**src/rtl/pipelined_ripple_adder_pkg.sv**
```systemverilog
// adder_pkg: shared constants and stage-count helper for the pipelined ripple adder
package adder_pkg;

   localparam logic MODE_ADD = 1'b0;
   localparam logic MODE_SUB = 1'b1;

   function automatic int stages(input int width, input int chunk);
      return width / chunk;
   endfunction

endpackage

```
**src/rtl/pipelined_ripple_adder_chunk.sv**
```systemverilog
// chunk_ripple_add: combinational W-bit ripple of full adders
module chunk_ripple_add #(
   parameter int W = 4
) (
   input  logic [W-1:0] a,
   input  logic [W-1:0] b,
   input  logic         ci,
   output logic [W-1:0] s,
   output logic         co
);

   logic [W:0] c;

   // full-adder chain, carry rippling from bit 0 upwards
   always_comb begin
      c    = '0;
      s    = '0;
      c[0] = ci;
      for (int i = 0; i < W; i++) begin
         s[i]   = a[i] ^ b[i] ^ c[i];
         c[i+1] = (a[i] & b[i]) | (c[i] & (a[i] ^ b[i]));
      end
   end

   assign co = c[W];

endmodule

```
**src/rtl/pipelined_ripple_adder.sv**
```systemverilog
// pipelined_ripple_adder: add/subtract split into CHUNK-bit ripple stages with valid/ready flow control
module pipelined_ripple_adder
   import adder_pkg::*;
#(
   parameter int WIDTH = 16,
   parameter int CHUNK = 4
) (
   input  logic             clk,
   input  logic             rst,
   input  logic             in_valid,
   output logic             in_ready,
   input  logic [WIDTH-1:0] a,
   input  logic [WIDTH-1:0] b,
   input  logic             cin,
   input  logic             sub,
   output logic             out_valid,
   input  logic             out_ready,
   output logic [WIDTH-1:0] sum,
   output logic             cout,
   output logic             ovf
);

   localparam int STAGES = stages(WIDTH, CHUNK);

   if (CHUNK < 1 || WIDTH % CHUNK != 0) begin : g_bad_cfg
      $error("pipelined_ripple_adder: WIDTH must be a multiple of CHUNK");
   end

   // row 0 captures the operands; row k+1 holds the result of adding chunk k
   logic             adv;
   logic [WIDTH-1:0] b_eff;
   logic [STAGES:0]  v_q;
   logic [STAGES:0]  c_q;
   logic [STAGES-1:0] as_q;
   logic [STAGES-1:0] bs_q;
   logic [STAGES-1:0] co_w;
   logic [WIDTH-1:0] a_q   [0:STAGES-1];
   logic [WIDTH-1:0] b_q   [0:STAGES-1];
   logic [WIDTH-1:0] sum_q [1:STAGES];
   logic [WIDTH-1:0] sum_d [0:STAGES-1];
   logic [CHUNK-1:0] s_w   [0:STAGES-1];
   logic             ovf_q;
   logic             ovf_d;

   assign adv      = !v_q[STAGES] || out_ready;
   assign in_ready = adv && !rst;
   assign b_eff    = (sub == MODE_ADD) ? b : ~b;

   // operands are shifted right each row so the active chunk is always the low CHUNK bits;
   // finished sum chunks enter at the top and shift down into place
   for (genvar g = 0; g < STAGES; g++) begin : g_stage
      chunk_ripple_add #(.W(CHUNK)) u_add (
         .a  (a_q[g][CHUNK-1:0]),
         .b  (b_q[g][CHUNK-1:0]),
         .ci (c_q[g]),
         .s  (s_w[g]),
         .co (co_w[g])
      );
      if (g == 0) begin : g_first
         assign sum_d[g] = WIDTH'(s_w[g]) << (WIDTH - CHUNK);
      end else begin : g_rest
         assign sum_d[g] = (sum_q[g] >> CHUNK) | (WIDTH'(s_w[g]) << (WIDTH - CHUNK));
      end
   end

   assign ovf_d = (as_q[STAGES-1] == bs_q[STAGES-1]) && (sum_d[STAGES-1][WIDTH-1] != as_q[STAGES-1]);

   // whole pipeline advances together; a stalled output freezes every row
   always_ff @(posedge clk) begin
      if (rst) begin
         v_q   <= '0;
         c_q   <= '0;
         as_q  <= '0;
         bs_q  <= '0;
         ovf_q <= 1'b0;
         for (int k = 0; k < STAGES; k++) begin
            a_q[k]     <= '0;
            b_q[k]     <= '0;
            sum_q[k+1] <= '0;
         end
      end else if (adv) begin
         v_q    <= {v_q[STAGES-1:0], in_valid};
         c_q    <= {co_w, cin ^ sub};
         as_q   <= STAGES'({as_q, a[WIDTH-1]});
         bs_q   <= STAGES'({bs_q, b_eff[WIDTH-1]});
         ovf_q  <= ovf_d;
         a_q[0] <= a;
         b_q[0] <= b_eff;
         for (int k = 1; k < STAGES; k++) begin
            a_q[k] <= a_q[k-1] >> CHUNK;
            b_q[k] <= b_q[k-1] >> CHUNK;
         end
         for (int k = 0; k < STAGES; k++) begin
            sum_q[k+1] <= sum_d[k];
         end
      end
   end

   assign out_valid = v_q[STAGES];
   assign sum       = sum_q[STAGES];
   assign cout      = c_q[STAGES];
   assign ovf       = ovf_q;

endmodule

```
**config.mk**
```make
export PLATFORM = sky130hd
export DESIGN_NAME = pipelined_ripple_adder
export DESIGN_NICKNAME = d
export VERILOG_FILES = /design/src/rtl/pipelined_ripple_adder_pkg.sv /design/src/rtl/pipelined_ripple_adder_chunk.sv /design/src/rtl/pipelined_ripple_adder.sv
export SDC_FILE = /design/constraint.sdc
export NUM_CORES = 1
export LEC_CHECK = 0
export BUFFER_PORTS_ARGS = -buffer_cell sky130_fd_sc_hd__buf_2
export CORE_MARGIN = 2
export CORE_UTILIZATION = 58
export DETAILED_ROUTE_END_ITERATION = 10
export PLACE_DENSITY_LB_ADDON = 0.08
export SYNTH_ARGS = -nofsm -noshare
export SYNTH_HDL_FRONTEND = slang
export SYNTH_SLANG_ARGS = --single-unit
```
**constraint.sdc**
```tcl
create_clock -name clk -period 4.3 [get_ports clk]
set_input_delay 0.43 -clock clk [delete_from_list [all_inputs] [get_ports clk]]
set_output_delay 0.43 -clock clk [all_outputs]
set_load 0.005 [all_outputs]
```
## After elaboration in Yosys (flattened, before gate mapping)

Memories as Yosys holds them, arrays and structs flattened.
Index checks and enable logic that the tools add are counted.

| word-level totals | value |
|---|---|
| bits in writable memories | 192 |
| register bits | 19 |
| latch bits | 0 |
| memory bits (read-only) | 0 |
| memories kept | 3 |
| output and inout bits | 20 |

| operators by class | value |
|---|---|
| $mul | 0 |
| bitwise logic cells | 97 |
| reduce and logical (&&, ||, !) cells | 5 |
| $add $sub $neg | 0 |
| muxes and demuxes | 18 |
| eq/ne operators | 2 |
| divide/modulo/power cells | 0 |
| $lt $le $gt $ge | 0 |
| shift-type cells | 0 |

Memory list:

| memory | words | width | rd ports | clocked after memory_dff | write ports | RTL line | text |
|---|---|---|---|---|---|---|---|
| a_q | 4 | 16 | 4 | 0 | 4 | pipelined_ripple_adder.sv:37 | `logic [WIDTH-1:0] a_q [0:STAGES-1];` |
| b_q | 4 | 16 | 4 | 0 | 4 | pipelined_ripple_adder.sv:38 | `logic [WIDTH-1:0] b_q [0:STAGES-1];` |
| sum_q | 4 | 16 | 4 | 0 | 4 | pipelined_ripple_adder.sv:39 | `logic [WIDTH-1:0] sum_q [1:STAGES];` |

Operator list:

| kind | count |
|---|---|
| 16-bit 2-to-1 mux | 13 |
| 12-bit by 16-bit bitwise OR with 16-bit output | 3 |
| 1-bit XOR | 33 |
| 1-bit AND | 32 |
| 1-bit bitwise OR | 28 |
| 16-bit inverter | 1 |
| 1-bit 2-to-1 mux | 5 |
| 1-bit logical AND | 2 |
| 1-bit logical NOT | 2 |
| 1-bit == test | 1 |
| 1-bit logical OR | 1 |
| 1-bit != test | 1 |

## Longest topological paths before layout

An unclocked memory read counts as a cell.

| depth | value |
|---|---|
| depth in word-level cells | 12 |
| gate-level depth with buffers | 10 |

## Hierarchy

Synthesis repeated with hierarchy kept, for this count alone.

| second synthesis, totals | value |
|---|---|
| cells, all modules | 389 |
| area, all modules | 5676.7 um2 |

Modules (own cells, without submodules):

| module | instances | cells an instance | area an instance (um2) | sequential area each (um2) |
|---|---|---|---|---|
| pipelined_ripple_adder | 1 | 333 | 5206.2 | 3983.8 |
| chunk_ripple_add | 4 | 14 | 117.6 | 0.0 |

## Worst setup path before layout

No wires, ideal clock.

| path | value |
|---|---|
| kind | input-to-reg |
| start point | input out_ready |
| end point | memory a_q[0][0], enable pin |
| data required time | 3.827 ns |
| data arrival time | 3.216 ns |
| setup time | 0.473 ns |
| cell stages on the path | 5 |
| path buffers | 2 |
| slack | 0.610 ns |
| path through | nand2b_1 -> buf_4 -> nor2_4 -> buf_4 -> inv_1 |

RTL lines:

| item | RTL line | text |
|---|---|---|
| from (decl) | pipelined_ripple_adder.sv:17 | `input logic out_ready,` |
| to (decl) | pipelined_ripple_adder.sv:37 |  |

## Final worst setup path

| path | value |
|---|---|
| start point | register v_q[4] |
| end point | output in_ready |

| between the ends | value |
|---|---|
| word-level cells in the longest chain between the ends | 3 |

Ends and longest elaborated chain:

| item | RTL line | text |
|---|---|---|
| from (decl) | pipelined_ripple_adder.sv:32 | `logic [STAGES:0] v_q;` |
| from (signal assigned) | pipelined_ripple_adder.sv:82 | `v_q <= {v_q[STAGES-1:0], in_valid};` |
| 1-bit logical NOT | pipelined_ripple_adder.sv:45 | `assign adv = !v_q[STAGES] \|\| out_ready;` |
| 1-bit logical OR | pipelined_ripple_adder.sv:45 |  |
| 1-bit logical AND | pipelined_ripple_adder.sv:46 | `assign in_ready = adv && !rst;` |
| to (decl) | pipelined_ripple_adder.sv:11 | `output logic in_ready,` |

Every way passes these cells.

==> impl_metrics.csv <==
group,metric,value,unit
outcome,status,"finished clean",
timing,tns,0,ps
setup_path,cp_data_arrival_time,2450,ps
timing,layout_setup_ws,1420,ps
setup_path,critPathKind,"flop to primary output",
global_routing,grt_max_degree,98,
floorplanning,die_w,102,um
setup_path,startpoint_type,"flop",
cts,ctsResizeCount,0,
layout,layout-drive-gt1-share,0.220,
layout,final_common_cell,"edfxtp_1",
route,drc,0,
synthesis,synthDominantCellAreaShare,0.643,
cts,cts_htree_levels,4,
pwr,power_per_cell_area,484,mW/mm^2
global_routing,antenna_found_initial,0,
global_routing,grt_remaining_overflow,0,
layout,mostFrequentLayoutCells,"120 x edfxtp_1, 96 x and3_1, 57 x buf_2",
timing,fin_crit,2880,ps
route,routed_wl,8500,um
cts,cts_max_path_buffers,2,
timing,hold_violations,0,
route,first_pass_iters,5,
setup_path,crit_required,3870,ps
cts,cts_hold_buf,0,
cts,cts_root_buffer,"clkbuf_8",
run,maxCapViolations,0,
global_routing,grt_pass1_vias,2809,
timing,worst_slew_pin_slew,839,ps
setup_path,reg2reg_from,"b_q[0][48]$_SDFFCE_PN0P_",
synthesis,ys_ff_latch,139,
floorplanning,ioPinCount,58,
synthesis,netlist_instances,376,
timing,final_max_slew_viol_count,0,
timing,skew,5.93,ps
synthesis,synthesis.nets,430,
floorplanning,rows,35,
layout,n_antenna_cell,0,
cts,cts_tree,"done",
setup_path,setup.worst_path.end_class,"primary output",
pwr,vdd_drop_max,0.000264,V
cts,cts-buffers-inserted,17,
layout,final_util,0.704,
setup_path,reg2reg_slack,1650,ps
synthesis,yosysWarningCount,0,
cts,clk_latency,510,ps
cts,cts_setup_buffers,0,
min_path,hold_class,"input port to flop",
placed_design,dpl.hpwl,4550,um
floorplanning,dieArea,0.0105,sq mm
cts,cts.clk_slew.worst_paths,60,ps
synthesis,synth_top_cell_by_area,"edfxtp_1",
synthesis,synth_cell_types,26,
pwr,p_leak,3.04,nW
placed_design,portBuffers,57,
synthesis,synth_area_per_cell,14.9,sq um
timing,setup_viol,0,
route,top_layer_used,"met4",
min_path,whs_path_depth,2,
floorplanning,initial_core_util,0.601,
pwr,power.total,3.18,mW
min_path,min_to,"v_q[0]$_SDFFE_PP0P_",
timing,fin_crit_sh,0.670,
route,met3WireLength,322,um
timing,max_freq,347,MHz
floorplanning,dieHeight,102,um
route,num_vias,2944,
route,route.met2.wl,4230,um
timing,rsz0062_at_grt,"no",
min_path,hp-start,"in_valid",
global_routing,grt_usage,0.179,
synthesis,netlist_area,0.00561,sq mm
timing,maxSlewHeadroom,0.441,
route,antenna_left,0,
synthesis,yosys-top-cells-area,"edfxtp_1 64%, and3_1 11%, dfxtp_1 6.8%",
route,wire_per_inst,14.9,um
cts,cts.sinks,139,
route,wl_met1,3830,um
global_routing,grt_pass1_wl,13800,um
setup_path,r2r_end,"ovf$_SDFFE_PP0P_",
route,vias_per_cell,5.16,
placed_design,pre_cts_slack,1660,ps
placed_design,gp_congestion,0.734,
setup_path,reg2reg_depth,10,
layout,fin_nets,482,
route,drt-initial-drc-count,193,
setup_path,critPathMaxFanout,97,
floorplanning,coreArea,0.00933,sq mm
layout,areaGrowthSynthToFinish,17.2,%
synthesis,ys_seq_area_frac,0.711,
==> sequential cells by signal, summed over array words and instances (netlist names) <==
register and flops:
ovf 1, c_q 5, bs_q 4, a_q 40
b_q 40, sum_q 40, v_q 5, as_q 4
==> cell usage after synthesis <==
cell type and count:
a22o_1 12, inv_2 2, a21o_1 2, nand2_4 1
o21a_1 1, xnor2_1 16, o2bb2ai_1 4, nand2b_1 1
fa_1 16, clkbuf_2 1, buf_2 8, nor2_1 23
nor2b_1 1, nor3_1 1, or3_1 1, dfxtp_1 19
nand2_1 1, clkbuf_1 14, xor2_1 1, and3_1 96
buf_6 1, nor2_4 1, inv_1 29, edfxtp_1 120
nand3_1 1, buf_4 3
==> worst max-delay path by stage <==
stage                             start                       to  slack [ps]  cells past startpoint
3_5_place_dp   b_q[0][48]$_SDFFCE_PN0P_         ovf$_SDFFE_PP0P_        1660                     10
5_1_grt             v_q[4]$_SDFFE_PP0P_                 in_ready        1270                      5
4_1_cts             v_q[4]$_SDFFE_PP0P_                 in_ready        1440                      5
3_3_place_gp   b_q[0][48]$_SDFFCE_PN0P_         ovf$_SDFFE_PP0P_        1740                     10
6_report            v_q[4]$_SDFFE_PP0P_                 in_ready        1420                      5
2_1_floorplan                 out_ready  a_q[0][0]$_SDFFCE_PN0P_         610                      5
==> power by group <==
group	switching, mW	leakage (nW)	internal, mW
clock	0.541	0.283	0.961
combinational	0.0654	1.17	0.0629
sequential	0.0204	1.59	1.53
==> critical path: stages (launching register included) <==
cell and delay (ps):
dfxtp_1 320, nand2b_2 100, buf_4 600, nand2_4 360, inv_2 300, buf_2 160
==> layout make-up <==
type / instances / area (sq um)
flip-flops and latches: 139 / 3980
fillers: 643 / 2760
multi-input cells: 179 / 1380
clock buffers: 19 / 432
repair buffers: 60 / 308
clock inverters: 13 / 191
well taps: 129 / 161
inverters: 31 / 119
==> logic make-up (layout without fill, tap and decap cells) <==
kind of cell / Yosys count / after routing / synth area share
AOI/OAI and AO/OA: 19 / 19 / 0.0290
xor gates and xnor gates: 17 / 17 / 0.0266
adders and majority gates: 16 / 16 / 0.0571
buffers and inverters: 58 / 123 / 0.0442
DFF: 139 / 139 / 0.711
and+or+nand+nor: 127 / 127 / 0.132
==> routing by layer <==
layer,vias up,track usage
met3,9,0.0622
met2,73,0.269
met5,-,0
met4,0,0.0749
li1,1450,-
met1,1412,0.241
==> per-stage QoR <==
stage / hold WS, ps / cells / area [sq um]
6_report: 139 / 570 / 6570
5_1_grt: 129 / 570 / 6570
4_1_cts: 118 / 570 / 6570
3_5_place_dp: 442 / 538 / 5950
3_3_place_gp: 433 / 538 / 5950
2_1_floorplan: 426 / 376 / 5610
Note: power is estimated with default switching activity, not from simulation.
